===== src/rtl/view_pkg.sv =====
// Shared types and screen geometry for the pixel write path into the
// double-buffered frame buffer.
package view_pkg;

  localparam int SCREEN_W   = 320;
  localparam int SCREEN_H   = 240;
  localparam int COLOR_W    = 12;
  localparam int ADDR_W     = 17;
  localparam int FIFO_DEPTH = 16;

  typedef enum logic [1:0] {
    IDLE,
    DRAIN,
    WAIT_VS,
    SWAP
  } swap_state_e;

  typedef struct packed {
    logic [ADDR_W-1:0]  addr;
    logic [COLOR_W-1:0] colour;
  } pixel_t;

endpackage


===== src/rtl/pixel_fifo.sv =====
// Synchronous show-ahead FIFO of pixels: the head entry is visible on
// o_head whenever o_empty is low.
module pixel_fifo
  import view_pkg::*;
#(
  parameter int DEPTH = FIFO_DEPTH
) (
  input  logic                     clk,
  input  logic                     resetn,
  input  logic                     i_push,
  input  pixel_t                   i_push_data,
  input  logic                     i_pop,
  output pixel_t                   o_head,
  output logic                     o_full,
  output logic                     o_empty,
  output logic [$clog2(DEPTH):0]   o_count
);

  localparam int PTR_W = $clog2(DEPTH);

  pixel_t             r_mem [DEPTH];
  logic [PTR_W-1:0]   r_wr_ptr;
  logic [PTR_W-1:0]   r_rd_ptr;
  logic [PTR_W:0]     r_count;
  logic               w_do_push;
  logic               w_do_pop;

  assign o_full    = (r_count == (PTR_W+1)'(DEPTH));
  assign o_empty   = (r_count == '0);
  assign o_count   = r_count;
  assign o_head    = r_mem[r_rd_ptr];
  assign w_do_push = i_push && !o_full;
  assign w_do_pop  = i_pop && !o_empty;

  // NOTE: storage is deliberately not reset; the pointers and count alone
  // define which entries are live, so stale data is never observed.
  always_ff @(posedge clk) begin
    if (w_do_push) r_mem[r_wr_ptr] <= i_push_data;
  end

  always_ff @(posedge clk or negedge resetn) begin
    if (!resetn) begin
      r_wr_ptr <= '0;
      r_rd_ptr <= '0;
      r_count  <= '0;
    end else begin
      if (w_do_push) r_wr_ptr <= r_wr_ptr + 1'b1;
      if (w_do_pop)  r_rd_ptr <= r_rd_ptr + 1'b1;
      case ({w_do_push, w_do_pop})
        2'b10:   r_count <= r_count + 1'b1;
        2'b01:   r_count <= r_count - 1'b1;
        default: r_count <= r_count;
      endcase
    end
  end

endmodule


===== src/rtl/pixel_write_buffer.sv =====
// Clips and addresses compositor pixels, queues them for the frame-buffer
// write port, and swaps front/back buffers only at vsync after a full drain.
module pixel_write_buffer
  import view_pkg::*;
(
  input  logic                clk,
  input  logic                resetn,
  input  logic [8:0]          pix_x,
  input  logic [7:0]          pix_y,
  input  logic [COLOR_W-1:0]  pix_color,
  input  logic                pix_we,
  output logic                pix_ready,
  input  logic                swap_req,
  input  logic                vsync,
  output logic [ADDR_W:0]     mem_addr,
  output logic [COLOR_W-1:0]  mem_data,
  output logic                mem_we,
  input  logic                mem_ready,
  output logic                front_buf,
  output logic                busy,
  output logic                overflow,
  output logic [15:0]         clip_count
);

  localparam int CNT_W = $clog2(FIFO_DEPTH) + 1;
  localparam logic [8:0] X_LIMIT = 9'(SCREEN_W);
  localparam logic [7:0] Y_LIMIT = 8'(SCREEN_H);

  swap_state_e        r_state;
  swap_state_e        w_next_state;
  logic               r_front_buf;
  logic               r_overflow;
  logic [15:0]        r_clip_count;
  logic               r_s1_valid;
  pixel_t             r_s1_pix;

  logic               w_accept;
  logic               w_in_range;
  logic [ADDR_W-1:0]  w_addr;
  logic [ADDR_W-1:0]  w_y_ext;
  logic [CNT_W-1:0]   w_occupancy;
  logic [CNT_W-1:0]   w_fifo_count;
  logic               w_fifo_full;
  logic               w_fifo_empty;
  pixel_t             w_head;
  logic               w_idle;
  logic               w_toggle;

  // y*320 expressed as y*256 + y*64 so no multiplier is needed.
  assign w_y_ext     = ADDR_W'(pix_y);
  assign w_addr      = (w_y_ext << 8) + (w_y_ext << 6) + ADDR_W'(pix_x);
  assign w_in_range  = (pix_x < X_LIMIT) && (pix_y < Y_LIMIT);
  assign w_occupancy = w_fifo_count + CNT_W'(r_s1_valid);
  assign pix_ready   = w_idle && (w_occupancy < CNT_W'(FIFO_DEPTH));
  assign w_accept    = pix_we && pix_ready;

  always_ff @(posedge clk or negedge resetn) begin
    if (!resetn) begin
      r_s1_valid   <= 1'b0;
      r_s1_pix     <= '0;
      r_clip_count <= '0;
      r_overflow   <= 1'b0;
    end else begin
      r_s1_valid <= w_accept && w_in_range;
      if (w_accept && w_in_range) begin
        r_s1_pix.addr   <= w_addr;
        r_s1_pix.colour <= pix_color;
      end
      if (w_accept && !w_in_range && (r_clip_count != 16'hFFFF))
        r_clip_count <= r_clip_count + 16'd1;
      if (pix_we && !pix_ready)
        r_overflow <= 1'b1;
    end
  end

  pixel_fifo #(.DEPTH(FIFO_DEPTH)) u_fifo (
    .clk         (clk),
    .resetn      (resetn),
    .i_push      (r_s1_valid && !w_fifo_full),
    .i_push_data (r_s1_pix),
    .i_pop       (mem_we && mem_ready),
    .o_head      (w_head),
    .o_full      (w_fifo_full),
    .o_empty     (w_fifo_empty),
    .o_count     (w_fifo_count)
  );

  always_ff @(posedge clk or negedge resetn) begin
    if (!resetn) r_state <= IDLE;
    else         r_state <= w_next_state;
  end

  // NOTE: next state defaults to the current state before the case so no
  // path through the block leaves it unassigned (which would infer a latch).
  always_comb begin
    w_next_state = r_state;
    case (r_state)
      IDLE:    if (swap_req) w_next_state = DRAIN;
      DRAIN:   if (!r_s1_valid && w_fifo_empty) w_next_state = WAIT_VS;
      WAIT_VS: if (vsync) w_next_state = SWAP;
      SWAP:    w_next_state = IDLE;
      default: w_next_state = IDLE;
    endcase
  end

  always_comb begin
    w_idle   = (r_state == IDLE);
    w_toggle = (r_state == SWAP);
  end

  always_ff @(posedge clk or negedge resetn) begin
    if (!resetn)       r_front_buf <= 1'b0;
    else if (w_toggle) r_front_buf <= ~r_front_buf;
  end

  // Address and data read as zero whenever no write is pending.
  assign mem_we     = !w_fifo_empty;
  assign mem_addr   = w_fifo_empty ? '0 : {~r_front_buf, w_head.addr};
  assign mem_data   = w_fifo_empty ? '0 : w_head.colour;
  assign front_buf  = r_front_buf;
  assign overflow   = r_overflow;
  assign clip_count = r_clip_count;
  assign busy       = !w_idle || !w_fifo_empty || r_s1_valid;

endmodule


===== config.mk =====
export PLATFORM = sky130hd
export DESIGN_NAME = pixel_write_buffer
export DESIGN_NICKNAME = d
export VERILOG_FILES = /design/src/rtl/view_pkg.sv /design/src/rtl/pixel_fifo.sv /design/src/rtl/pixel_write_buffer.sv
export SDC_FILE = /design/constraint.sdc
export NUM_CORES = 1
export LEC_CHECK = 0
export ABC_CLOCK_PERIOD_IN_PS = 4000
export CORE_MARGIN = 5
export CORE_UTILIZATION = 46
export CTS_CLUSTER_DIAMETER = 40
export DETAILED_ROUTE_END_ITERATION = 6
export PLACE_DENSITY_LB_ADDON = 0.25
export SETUP_SLACK_MARGIN = 0.3
export SLEW_MARGIN = 20
export SYNTH_ARGS = -nofsm -noshare
export SYNTH_HDL_FRONTEND = slang
export SYNTH_SLANG_ARGS = --single-unit

===== constraint.sdc =====
create_clock -name clk -period 4 [get_ports clk]
set_input_delay 1 -clock clk [delete_from_list [all_inputs] [get_ports clk]]
set_output_delay 1 -clock clk [all_outputs]
set_load 0.05 [all_outputs]

* Word-level counts from Yosys, hierarchy flattened
Memory sizes are Yosys's and may differ from the RTL's.
Cells that the tools add are included.
** Word-level totals
- Register bits after elaboration :: 63
- Bits in latches :: 0
- Memory bits (writable) :: 464
- ROM bits :: 0
- Input port bits :: 35
- Output and inout port bits :: 51
- Word-level logic and storage cells :: 66
- Memories kept :: 1
** Cells by class
- Add/subtract/negate cells :: 8
- Multipliers :: 0
- Div/mod/pow operators :: 0
- Order comparisons :: 3
- Equality and inequality tests :: 10
- Shift-type cells :: 0
- Muxes and demuxes :: 9
- Bitwise operators :: 1
- Reduce and logical (&&, ||, !) cells :: 24
** Memories
- u_fifo.r_mem :: depth 16, bits a word 29, rd ports 1, clocked after Yosys merged registers in 0, wr ports 1, line pixel_fifo.sv:21 : pixel_t r_mem [DEPTH];
** Operators by type and width (number)
- $mux 18 :: 1
- $add 16x14->17 :: 1
- $add 17x9->17 :: 1
- $add 16x1->16 const B :: 1
- $ne 16x16->1 const B :: 1
- $logic_and 1x1->1 :: 12
- $mux 12 :: 1
- $pmux 5 s2 :: 1
- $lt 9x9->1 const B :: 1
- $add 4x1->4 const B :: 2
- $lt 8x8->1 const B :: 1
- $pmux 2 s4 :: 1
- $eq 2x2->1 const B :: 3
- $logic_not 1->1 :: 6
- $mux 2 :: 3
- $ne 2x2->1 const B :: 3
- $add 5x1->5 :: 1
- $add 5x1->5 const B :: 1
- $eq 5x5->1 const B :: 1
- $logic_not 5->1 :: 1
- $lt 5x5->1 const B :: 1
- $sub 5x1->5 const B :: 1
- $eq 2x1->1 const B :: 2
- $reduce_and 3->1 :: 1
- 5 further kinds :: 7

* Longest topological paths before layout
Gate-level depths: netlist (run 1).
- Depth in word-level cells :: 6
- Gate-level depth with buffers :: 14
- Mapped depth without buffers :: 11

* Hierarchy
From an unflattened synthesis (run 1), not the netlist that was laid out.
** Unflattened totals
- Cells, all modules :: 1189
- Area, all modules :: 21566.9 µm²
** By module, submodules not included
- pixel_fifo :: times used 1, cells each 927, area each 18639.1 µm², seq. area each 14258.7 µm²
- pixel_write_buffer :: times used 1, cells each 262, area each 2927.8 µm², seq. area each 1251.2 µm²

* Worst setup path before layout (run 1)
No wires, ideal clock.
- Path kind :: register to register
- From :: register u_fifo.r_count[2], in the netlist u_fifo.o_count[2]
- To :: memory u_fifo.r_mem[3][0] (netlist bit) (enable)
- Setup time :: 451 ps
- Arrival :: 3206 ps
- Data required time :: 3549 ps
- Slack :: 343 ps
- Stages on the path, launching flop included :: 6
- Path buffers :: 1
- Clock period less this slack :: 3657 ps
- Path through :: dfrtp_1 -> buf_2 -> nor4_1 -> a21boi_1 -> nand2_1 -> nor3_1
** Between the ends
- Longest elaborated chain between the ends :: 6
** Ends and longest elaborated chain
- start: declaration :: line pixel_fifo.sv:24 : logic [PTR_W:0] r_count;
- start signal: assignment :: line pixel_fifo.sv:50 : 2'b10: r_count <= r_count + 1'b1;
- start signal: assignment :: line pixel_fifo.sv:51 : 2'b01: r_count <= r_count - 1'b1;
- start signal: assignment :: line pixel_fifo.sv:52 : default: r_count <= r_count;
- $eq 5x5->1 (*) :: line pixel_fifo.sv:28 : assign o_full = (r_count == (PTR_W+1)'(DEPTH));
- $logic_not 1->1 (*) :: line pixel_fifo.sv:32, pixel_write_buffer.sv:79
- $logic_and 1x1->1 :: line pixel_write_buffer.sv:79 : .i_push (r_s1_valid && !w_fifo_full),
- $logic_and 1x1->1 (*) :: line pixel_fifo.sv:32 : assign w_do_push = i_push && !o_full;
- $mux 1 (*) :: line pixel_fifo.sv:38 : if (w_do_push) r_mem[r_wr_ptr] <= i_push_data;
- $mux 1 (implied by the code) (*) :: line pixel_fifo.sv:38
- end: declaration :: line pixel_fifo.sv:21
Mark *: on every way between the ends. The rest lies on a longest branch, timed or not.

* Worst setup path in the final report (run 1)
- From :: register u_fifo.r_rd_ptr[0]
- To :: output mem_addr[12]
** Between the ends
- Longest elaborated chain between the ends :: 2
** Ends and longest elaborated chain
- start: declaration :: line pixel_fifo.sv:23 : logic [PTR_W-1:0] r_rd_ptr;
- start signal: assignment :: line pixel_fifo.sv:48 : if (w_do_pop) r_rd_ptr <= r_rd_ptr + 1'b1;
- $mem_v2 16x29
- $mux 18 :: line pixel_write_buffer.sv:118 : assign mem_addr = w_fifo_empty ? '0 : {~r_front_buf, w_head.addr};
- end: declaration :: line pixel_write_buffer.sv:15 : output logic [ADDR_W:0] mem_addr,
Every way passes these cells.

==> run summary, run 1 <==
Outcome -> finished clean
Num CTS Buffers -> 66
Yosys reg bits -> 527
Final Routed Wirelength -> 47300 um
Fmax -> 262 MHz
Post-synth ARST share -> 12.0%
CP Capture Type -> output port
Global-route wire length before repair -> 70800 um
Routability cong. -> 0.761
Die width -> 224 um
Worst endpoint data arrival time -> 2.81 ns
Site Rows -> 78
Via density per instance -> 5.67
Gr usage total -> 19.1%
Post-Layout Inst Area -> 25800 um2
Worst rel slew slack -> 53.6%
DPL Wire Length -> 24900 um
Core Region -> 45300 um2
Initial antenna violation count -> 2
Pwr Total -> 20.6 mW
CTS tree -> done
Share of layout cells above drive strength 1 -> 33.3%
Layout Utilization -> 56.9%
Hold_buf cts -> 0
Final ANT Viol Nets -> 0
Initial core utilization -> 46.4%
DRC viols -> 0
Critical path peak fanout -> 6
I/O pin total -> 86
Netlist Area Pre-Place -> 21000 um2
Hold/Removal Path Class -> in -> async
Cell variety after synth -> 48
Fin crit period -> 3.81 ns
Drt pass-1 iters -> 5
CTS HTree Levels -> 3
Layout area overhead -> 22.8%
Clk_lat worst skew -> 0.57 ns
Max-cap violation count -> 0
Synth Instances -> 994
Pwr dens -> 799 nW/um2
Final setup violation count -> 0
CTS sink count -> 527
RSZ-0062 raised after global routing -> true
DP Area -> 22800 um2
Synth Net Count -> 1061
Clock buffer depth -> 3
Clk root buf -> clkbuf_16
Average size of a mapped cell -> 21.1 um2
Filler Cells Inserted -> 3377
Final Max Tran Viols -> 0
Vias in the first global route -> 10700
Top FF cell, synth -> edfxtp_1
Final hold vios -> 0
GRT overflow -> 0
Vias -> 10200
Setup CP Type -> reg -> out
Starting DRT DRC Count -> 1048
Number of synthesized flops with an enable pin -> 464
Synth warnings -> 0
Final Skew -> 0.0265 ns
Final period util -> 95.3%
Full die area -> 50000 um2
Port buffer count -> 85
Antenna cells -> 0
Data required time at the worst endpoint -> 3.00 ns
Setup TNS -> 0 ns
WL/cell -> 26.2 um
Leak -> 8.82 nW
Final nets -> 1221
CP startpoint kind -> flip-flop
Largest net degree at the start of global routing -> 64
Flop-to-flop setup slack -> 0.86 ns
VDD IR max -> 0.598 mV
Seq/Total Area, Yosys -> 73.9%
Clock transition at the registers of the reported paths -> 0.05 ns
Die Ht -> 224 um
Worst Tran Pin Value -> 0.695 ns
[critical path: stages (launching register included)]
cell and delay (ns):
dfrtp_4 0.50, buf_12 0.16, buf_6 0.12, buf_12 0.12, buf_16 0.14, mux4_2 0.42
mux4_2 0.46, and2_4 0.17, buf_8 0.14
[flip-flops by register name (all words and copies together), names as in the netlist]
| signal | cells |
|---|---|
| u_fifo.o_count | 5 |
| overflow | 1 |
| r_s1_valid | 1 |
| r_s1_pix | 29 |
| clip_count | 16 |
| u_fifo.r_wr_ptr | 4 |
| u_fifo.r_mem | 464 |
| front_buf | 1 |
| u_fifo.r_rd_ptr | 4 |
| r_state | 2 |
[report_power, final]
part / internal, mW / total [mW] / switching, mW
clock network: 3.65 / 5.91 / 2.26
registers: 6.98 / 7.84 / 0.853
logic: 3.50 / 6.85 / 3.35
[per-layer routing]
metal	part of all wire [%]	GRT usage (%)
met5	0.027	0
met4	2.0	5.32
met3	6.0	3.53
met2	50	30.8
met1	42	27.4
[final timing paths]
check | start | end | cells past startpoint
max in group asynchronous | resetn | u_fifo.r_rd_ptr[1]$_DFFE_PN0P_ | 2
min in group clk | overflow$_DFFE_PN0P_ | overflow$_DFFE_PN0P_ | 1
setup reg to reg | u_fifo.o_count[2]$_DFFE_PN0P_ | u_fifo.o_count[4]$_DFFE_PN0P_ | 11
hold reg to reg | overflow$_DFFE_PN0P_ | overflow$_DFFE_PN0P_ | 1
hold / removal | resetn | r_s1_pix[6]$_DFFE_PN0P_ | 1
setup / recovery | u_fifo.r_rd_ptr[0]$_DFFE_PN0P_ | mem_addr[12] | 8
[per-stage QoR]
| stage | std cells | hold WS, ns | setup WS (ns) |
|---|---|---|---|
| 2_1_floorplan | 994 | 0.493 | 0.343 |
| 3_3_place_gp | 1661 | 0.439 | 0.305 |
| 3_5_place_dp | 1661 | 0.443 | 0.303 |
| 4_1_cts | 1803 | 0.464 | 0.168 |
| 5_1_grt | 1807 | 0.350 | 0.132 |
| 6_report | 1807 | 0.344 | 0.187 |
[cells in the final DEF, fill, tap and decap left out, types with 6 or more instances in the layout]
cell,instances
edfxtp_1,464
mux4_2,145
clkbuf_16,74
dfrtp_1,59
clkdlybuf4s50_1,53
ha_1,30
nand2_1,29
xor2_1,25
mux2_2,25
buf_4,25
and2_4,18
buf_6,18
o21ai_0,17
buf_12,15
buf_16,14
nor2_4,12
and2_1,12
inv_1,11
clkbuf_1,11
xnor2_1,10
nor3_1,10
nor2_1,9
clkinv_2,8
buf_8,8
inv_6,7
clkinvlp_4,7
a21oi_1,6
nand3_1,6
a21o_1,6
bufinv_16,6
clkinv_1,6
[cell families after synthesis]
logic type      count (synthesis)  share of synthesized area, %
buf+inv                        58                          1.28
xor+xnor                       35                          1.46
flops                         527                          73.9
mux                           172                          17.0
compound gates                 46                          1.38
fa+ha+maj                      32                          1.98
simple gates                  124                          3.02
[layout make-up]
class	instances	area (um2)	share of cell area (%)
sequential	527	15500	60.2
clock inverter	39	400	1.55
clock buffer	82	1820	7.05
multi-input combinational	409	5390	20.9
timing repair buffer	139	1860	7.20
inverter	11	41.3	0.160
tap	600	751	2.91
[synthesized netlist by cell type (all sizes together), types with 2 or more instances]
library cell | instances | area share (%)
nor3 | 15 | 0.38
dfrtp | 63 | 7.5
a21oi | 6 | 0.14
and2 | 30 | 0.89
nor2 | 21 | 0.38
xnor2 | 10 | 0.42
nand2b | 4 | 0.12
nand4 | 4 | 0.12
and3 | 5 | 0.15
mux2 | 26 | 1.4
xor2 | 25 | 1.0
mux4 | 145 | 16
edfxtp | 464 | 66
ha | 30 | 1.8
clkbuf | 20 | 0.36
o21ai | 18 | 0.43
fa | 2 | 0.19
nand2 | 29 | 0.52
inv | 11 | 0.20
a21o | 6 | 0.21
buf | 27 | 0.72
o211ai | 2 | 0.072
nand3 | 6 | 0.14
o21bai | 3 | 0.11
nor4 | 4 | 0.12
[repair_timing]
item                                   in CTS  in global routing
endpoints found under the hold margin       0                  0
gates cloned                               12                  3
setup endpoints to repair                  32                 30
pin swaps                                   1                  0
resized for setup                          62                  9
buffers inserted                            9                  0
Power figures use the tool's default switching activity.
==> inputs of run 2 (changes only) <==
SLEW_MARGIN = unset   (was 20)
==> run 2 against run 1 <==
Against the previous run: hold slack better by 0.12 ns; sequential power about the same; worst setup slack about the same; register-to-register slack about the same; combinational power about the same; clock skew about the same; count of clock-buffer cells in the layout unchanged; critical endpoint unchanged; largest power group unchanged; highest routed layer unchanged.
==> run summary, run 2 (same netlist as run 1, synthesis figures left out) <==
Outcome -> finished clean
Final setup violation count -> 0
Routing usage on met2 -> 30.8%
Final ANT Viol Nets -> 0
Worst endpoint data arrival time -> 2.81 ns
Worst rel slew slack -> 34.0%
Critical path peak fanout -> 6
Max-cap violation count -> 0
Register name with the most flops -> u_fifo.r_mem
I/O pin total -> 86
Starting DRT DRC Count -> 1104
Final hold vios -> 0
Layout area overhead -> 22.7%
Footprint of the multi-input gates -> 5390 um2
Commonest non-fill, non-tap cell in the layout -> edfxtp_1
Port buffer count -> 85
Core Region -> 45300 um2
Clock buffer depth -> 3
Clock transition at the registers of the reported paths -> 0.06 ns
Routability cong. -> 0.761
Pwr dens -> 800 nW/um2
GRT overflow -> 0
Setup TNS -> 0 ns
Gr usage total -> 19.1%
Share of layout cells above drive strength 1 -> 33.3%
Final period util -> 95.3%
Final nets -> 1220
DRC viols -> 0
Met1 Usage GRT -> 27.4%
Antenna cells -> 0
Initial antenna violation count -> 2
Clk root buf -> clkbuf_16
Die Ht -> 224 um
Largest net degree at the start of global routing -> 64
Filler Cells Inserted -> 3381
Final Skew -> 0.0269 ns
Via density per instance -> 5.67
Num CTS Buffers -> 66
Setup CP Type -> reg -> out
Vias -> 10200
CP Capture Type -> output port
Global-route wire length before repair -> 70800 um
Flop-to-flop setup slack -> 0.87 ns
Max FFs per register -> 464
WL/cell -> 26.2 um
Register area -> 15500 um2
Data required time at the worst endpoint -> 3.00 ns
Hold/Removal Path Class -> reg -> reg
Leak -> 8.81 nW
Vias in the first global route -> 10700
RSZ-0062 raised after global routing -> true
Final Max Tran Viols -> 0
Clk_lat worst skew -> 0.57 ns
Peak per-stage delay on the critical path -> 0.50 ns
Full die area -> 50000 um2
DPL Wire Length -> 24900 um
Slowest cell on crit path -> dfrtp_4
CTS sink count -> 527
VDD IR max -> 0.598 mV
Site Rows -> 78
CTS tree -> done
CTS HTree Levels -> 3
Worst Tran Pin Value -> 0.990 ns
Fmax -> 262 MHz
Drt pass-1 iters -> 5
Hold WS -> 0.467 ns
CP startpoint kind -> flip-flop
Die width -> 224 um
Met3 Use GR -> 3.53%
Crit-path cells -> buf_12 -> buf_6 -> buf_12 -> buf_16 -> mux4_2 -> mux4_2 -> and2_4 -> buf_8
Fin crit period -> 3.81 ns
Grt peak-use layer -> met2
Initial core utilization -> 46.4%
Most frequent cells in the layout -> edfxtp_1 (464), mux4_2 (145), clkbuf_16 (74)
Final Routed Wirelength -> 47300 um
-- run 2: final cells by class --
class,count,area share (%)
inverters,11,0.160
clock inverters,39,1.55
clock buffers,82,7.06
well taps,600,2.92
multi-input cells,409,20.9
repair buffers,138,7.10
flip-flops and latches,527,60.3
-- run 2: metrics by stage --
stage / setup slack, ns / instance area [um2] / power, mW / utilization (%) / instances
3_3_place_gp: 0.305 / 22800 / 13.6 / 50.3 / 1661
5_1_grt: 0.132 / 25700 / 21.4 / 56.9 / 1806
4_1_cts: 0.168 / 25600 / 20.7 / 56.6 / 1803
6_report: 0.187 / 25700 / 20.6 / 56.9 / 1806
3_5_place_dp: 0.303 / 22800 / 13.7 / 50.3 / 1661
2_1_floorplan: 0.343 / 21000 / 11.8 / - / 994
-- run 2: final timing paths --
path | from | end | cells after the start
setup / recovery | u_fifo.r_rd_ptr[0]$_DFFE_PN0P_ | mem_addr[12] | 8
hold / removal | overflow$_DFFE_PN0P_ | overflow$_DFFE_PN0P_ | 1
setup reg to reg | u_fifo.o_count[2]$_DFFE_PN0P_ | u_fifo.o_count[4]$_DFFE_PN0P_ | 11
hold reg to reg | overflow$_DFFE_PN0P_ | overflow$_DFFE_PN0P_ | 1
max in group asynchronous | resetn | u_fifo.r_rd_ptr[1]$_DFFE_PN0P_ | 1
min in group asynchronous | resetn | r_s1_pix[4]$_DFFE_PN0P_ | 1
-- run 2: where the power goes --
part | switching [mW] | internal, mW | leakage [nW]
registers | 0.859 | 6.98 | 4.99
clock network | 2.26 | 3.65 | 1.07
logic | 3.35 | 3.49 | 2.76
total | 6.47 | 14.1 | 8.81
-- run 2: what timing repair did --
action                                  in CTS  in global routing
cloned                                      12                  3
hold buffers                                 0                  0
setup buffers                                9                  0
gates resized for setup                     62                  9
pin swaps                                    1                  0
endpoints found under the setup margin      32                 30
-- run 2: layer usage --
layer,part of all wire (%),up-vias
li1,-,4405
met2,50,328
met5,0.027,-
met1,42,5432
met4,2.0,2
met3,6.1,68
-- run 2: worst max-delay path: cells and delay by family (launching register included) --
family                 cells  cell delay [ns]
AND/OR/NAND/NOR            1             0.17
multiplexers               2             0.88
buffers and inverters      5             0.68
flip-flops                 1             0.50
==> inputs of run 3 (changes only) <==
CTS_CLUSTER_DIAMETER = 50   (was 40)
==> run 3 against run 2 <==
Against the previous run: register-to-register slack about the same; combinational power about the same; non-clock buffer count decreased by 2; critical path depth decreased by 1; die area unchanged; largest cell class unchanged; highest routed layer unchanged.
==> run summary, run 3 (same netlist as run 1, synthesis figures left out) <==
Outcome -> finished clean
CTS sink count -> 527
DP Area -> 22800 um2
Final nets -> 1206
Share of layout cells above drive strength 1 -> 31.7%
VDD IR max -> 0.621 mV
Critical path peak fanout -> 6
Commonest non-fill, non-tap cell in the layout -> edfxtp_1
WL/cell -> 26.4 um
Core Region -> 45300 um2
CP Buf/Inv Count -> 4
Worst Tran Pin Value -> 0.986 ns
Max FFs per register -> 464
Via density per instance -> 5.72
Fmax -> 261 MHz
Final Routed Wirelength -> 47100 um
Post-Layout Inst Area -> 25300 um2
Final setup violation count -> 0
Fin crit period -> 3.83 ns
Routability cong. -> 0.761
Initial core utilization -> 46.4%
Hold/Removal Path Class -> reg -> reg
Site Rows -> 78
CP Capture Type -> output port
CTS HTree Levels -> 2
RR Startpoint -> u_fifo.o_count[2]$_DFFE_PN0P_
DPL Wire Length -> 24900 um
Final Max Tran Viols -> 0
Delay-heaviest family, CP -> multiplexers
Die width -> 224 um
Clk root buf -> clkbuf_16
Setup TNS -> 0 ns
Gr usage total -> 19.1%
Setup CP Type -> reg -> out
Pwr dens -> 776 nW/um2
Clock buffer depth -> 3
Hold_buf cts -> 0
Max-cap violation count -> 0
Setup ws final -> 0.174 ns
Antenna cells -> 0
Starting DRT DRC Count -> 933
Slowest cell on crit path -> mux4_2
Final hold vios -> 0
Die Ht -> 224 um
Worst Setup SP -> u_fifo.r_rd_ptr[0]$_DFFE_PN0P_
GRT overflow -> 0
Vias -> 10200
Global-route wire length before repair -> 70400 um
Final Skew -> 0.0141 ns
Port buffer count -> 85
Leak -> 8.61 nW
Worst rel slew slack -> 34.3%
Worst endpoint data arrival time -> 2.83 ns
Layout Utilization -> 55.8%
Data required time at the worst endpoint -> 3.00 ns
Full die area -> 50000 um2
Hold Startpoint -> overflow$_DFFE_PN0P_
CTS tree -> done
Most frequent cells in the layout -> edfxtp_1 (464), mux4_2 (145), dfrtp_1 (59)
Peak per-stage delay on the critical path -> 0.54 ns
I/O pin total -> 86
RSZ-0062 raised after global routing -> true
Layout area overhead -> 20.4%
Clock transition at the registers of the reported paths -> 0.06 ns
Drt pass-1 iters -> 5
Initial antenna violation count -> 2
Largest net degree at the start of global routing -> 64
Clk_lat worst skew -> 0.59 ns
Vias in the first global route -> 10600
Final ANT Viol Nets -> 0
Num CTS Buffers -> 54
Register name with the most flops -> u_fifo.r_mem
DRC viols -> 0
Dpl ws -> 0.303 ns
Crit-path cells -> buf_12 -> buf_12 -> buf_16 -> mux4_2 -> mux4_2 -> and2_4 -> buf_6
CP startpoint kind -> flip-flop
Final period util -> 95.6%
==> run 3: changes by cell type in the layout (fill, tap and decap cells not counted), moves of 5 or more <==
| cell | previous run | this run |
|---|---|---|
| clkinvlp_4 | 7 | 0 |
| clkbuf_8 | 0 | 10 |
| buf_6 | 18 | 13 |
| clkbuf_1 | 11 | 18 |
| clkbuf_16 | 74 | 57 |
| inv_6 | 7 | 2 |
==> run 3: worst paths after layout <==
path | end | slack (ns) | depth (start not counted)
min | overflow$_DFFE_PN0P_ | 0.47 | 1
max in group asynchronous | u_fifo.r_rd_ptr[1]$_DFFE_PN0P_ | 2.68 | 1
max reg2reg | u_fifo.o_count[4]$_DFFE_PN0P_ | 0.86 | 11
min in group asynchronous | r_s1_pix[5]$_DFFE_PN0P_ | 0.57 | 1
min reg2reg | overflow$_DFFE_PN0P_ | 0.47 | 1
max | mem_addr[4] | 0.17 | 7
==> run 3: routing by layer <==
metal	wire length (um)	vias to the layer above	GRT usage, %
li1	-	4368	-
met1	19900	5434	27.2
met2	23100	322	30.8
met3	2880	74	3.51
met4	1190	2	5.55
met5	13	-	0
==> run 3: worst reg2reg max path, stage by stage (launching register included) <==
cell      delay, ns
dfrtp_1        0.51
nor4_2         0.12
a21boi_1       0.58
inv_1          0.18
ha_1           0.35
xor2_1         0.19
ha_1           0.22
inv_1          0.07
o21ai_0        0.09
a21o_1         0.19
a221oi_1       0.39
xor2_1         0.18
==> run 3: final cells by class <==
class | instances | area [um2]
multi-input cells | 409 | 5400
inverters | 11 | 41.3
clock buffers | 83 | 1580
fillers | 3440 | 20000
repair buffers | 136 | 1790
flip-flops and latches | 527 | 15500
well taps | 600 | 751
clock inverters | 18 | 193
==> run 3: power breakdown <==
part	switching (mW)	leakage (nW)	internal [mW]
Sequential	0.854	4.99	6.98
Combinational	3.35	2.75	3.47
Clock	2.03	0.868	2.92
Total	6.24	8.61	13.4
==> run 3: stage by stage <==
| stage | hold slack, ns | instances | power, mW |
|---|---|---|---|
| 2_1_floorplan | 0.493 | 994 | 11.8 |
| 3_3_place_gp | 0.439 | 1661 | 13.6 |
| 6_report | 0.468 | 1784 | 19.6 |
| 4_1_cts | 0.465 | 1782 | 19.6 |
| 5_1_grt | 0.479 | 1784 | 20.4 |
| 3_5_place_dp | 0.443 | 1661 | 13.7 |
==> run 3: what timing repair did <==
item / 4_1_cts / 5_1_grt
gates resized for setup: 59 / 15
setup buffers: 8 / 0
cloned: 12 / 2
setup endpoints to repair: 32 / 31
pin swaps: 2 / 0
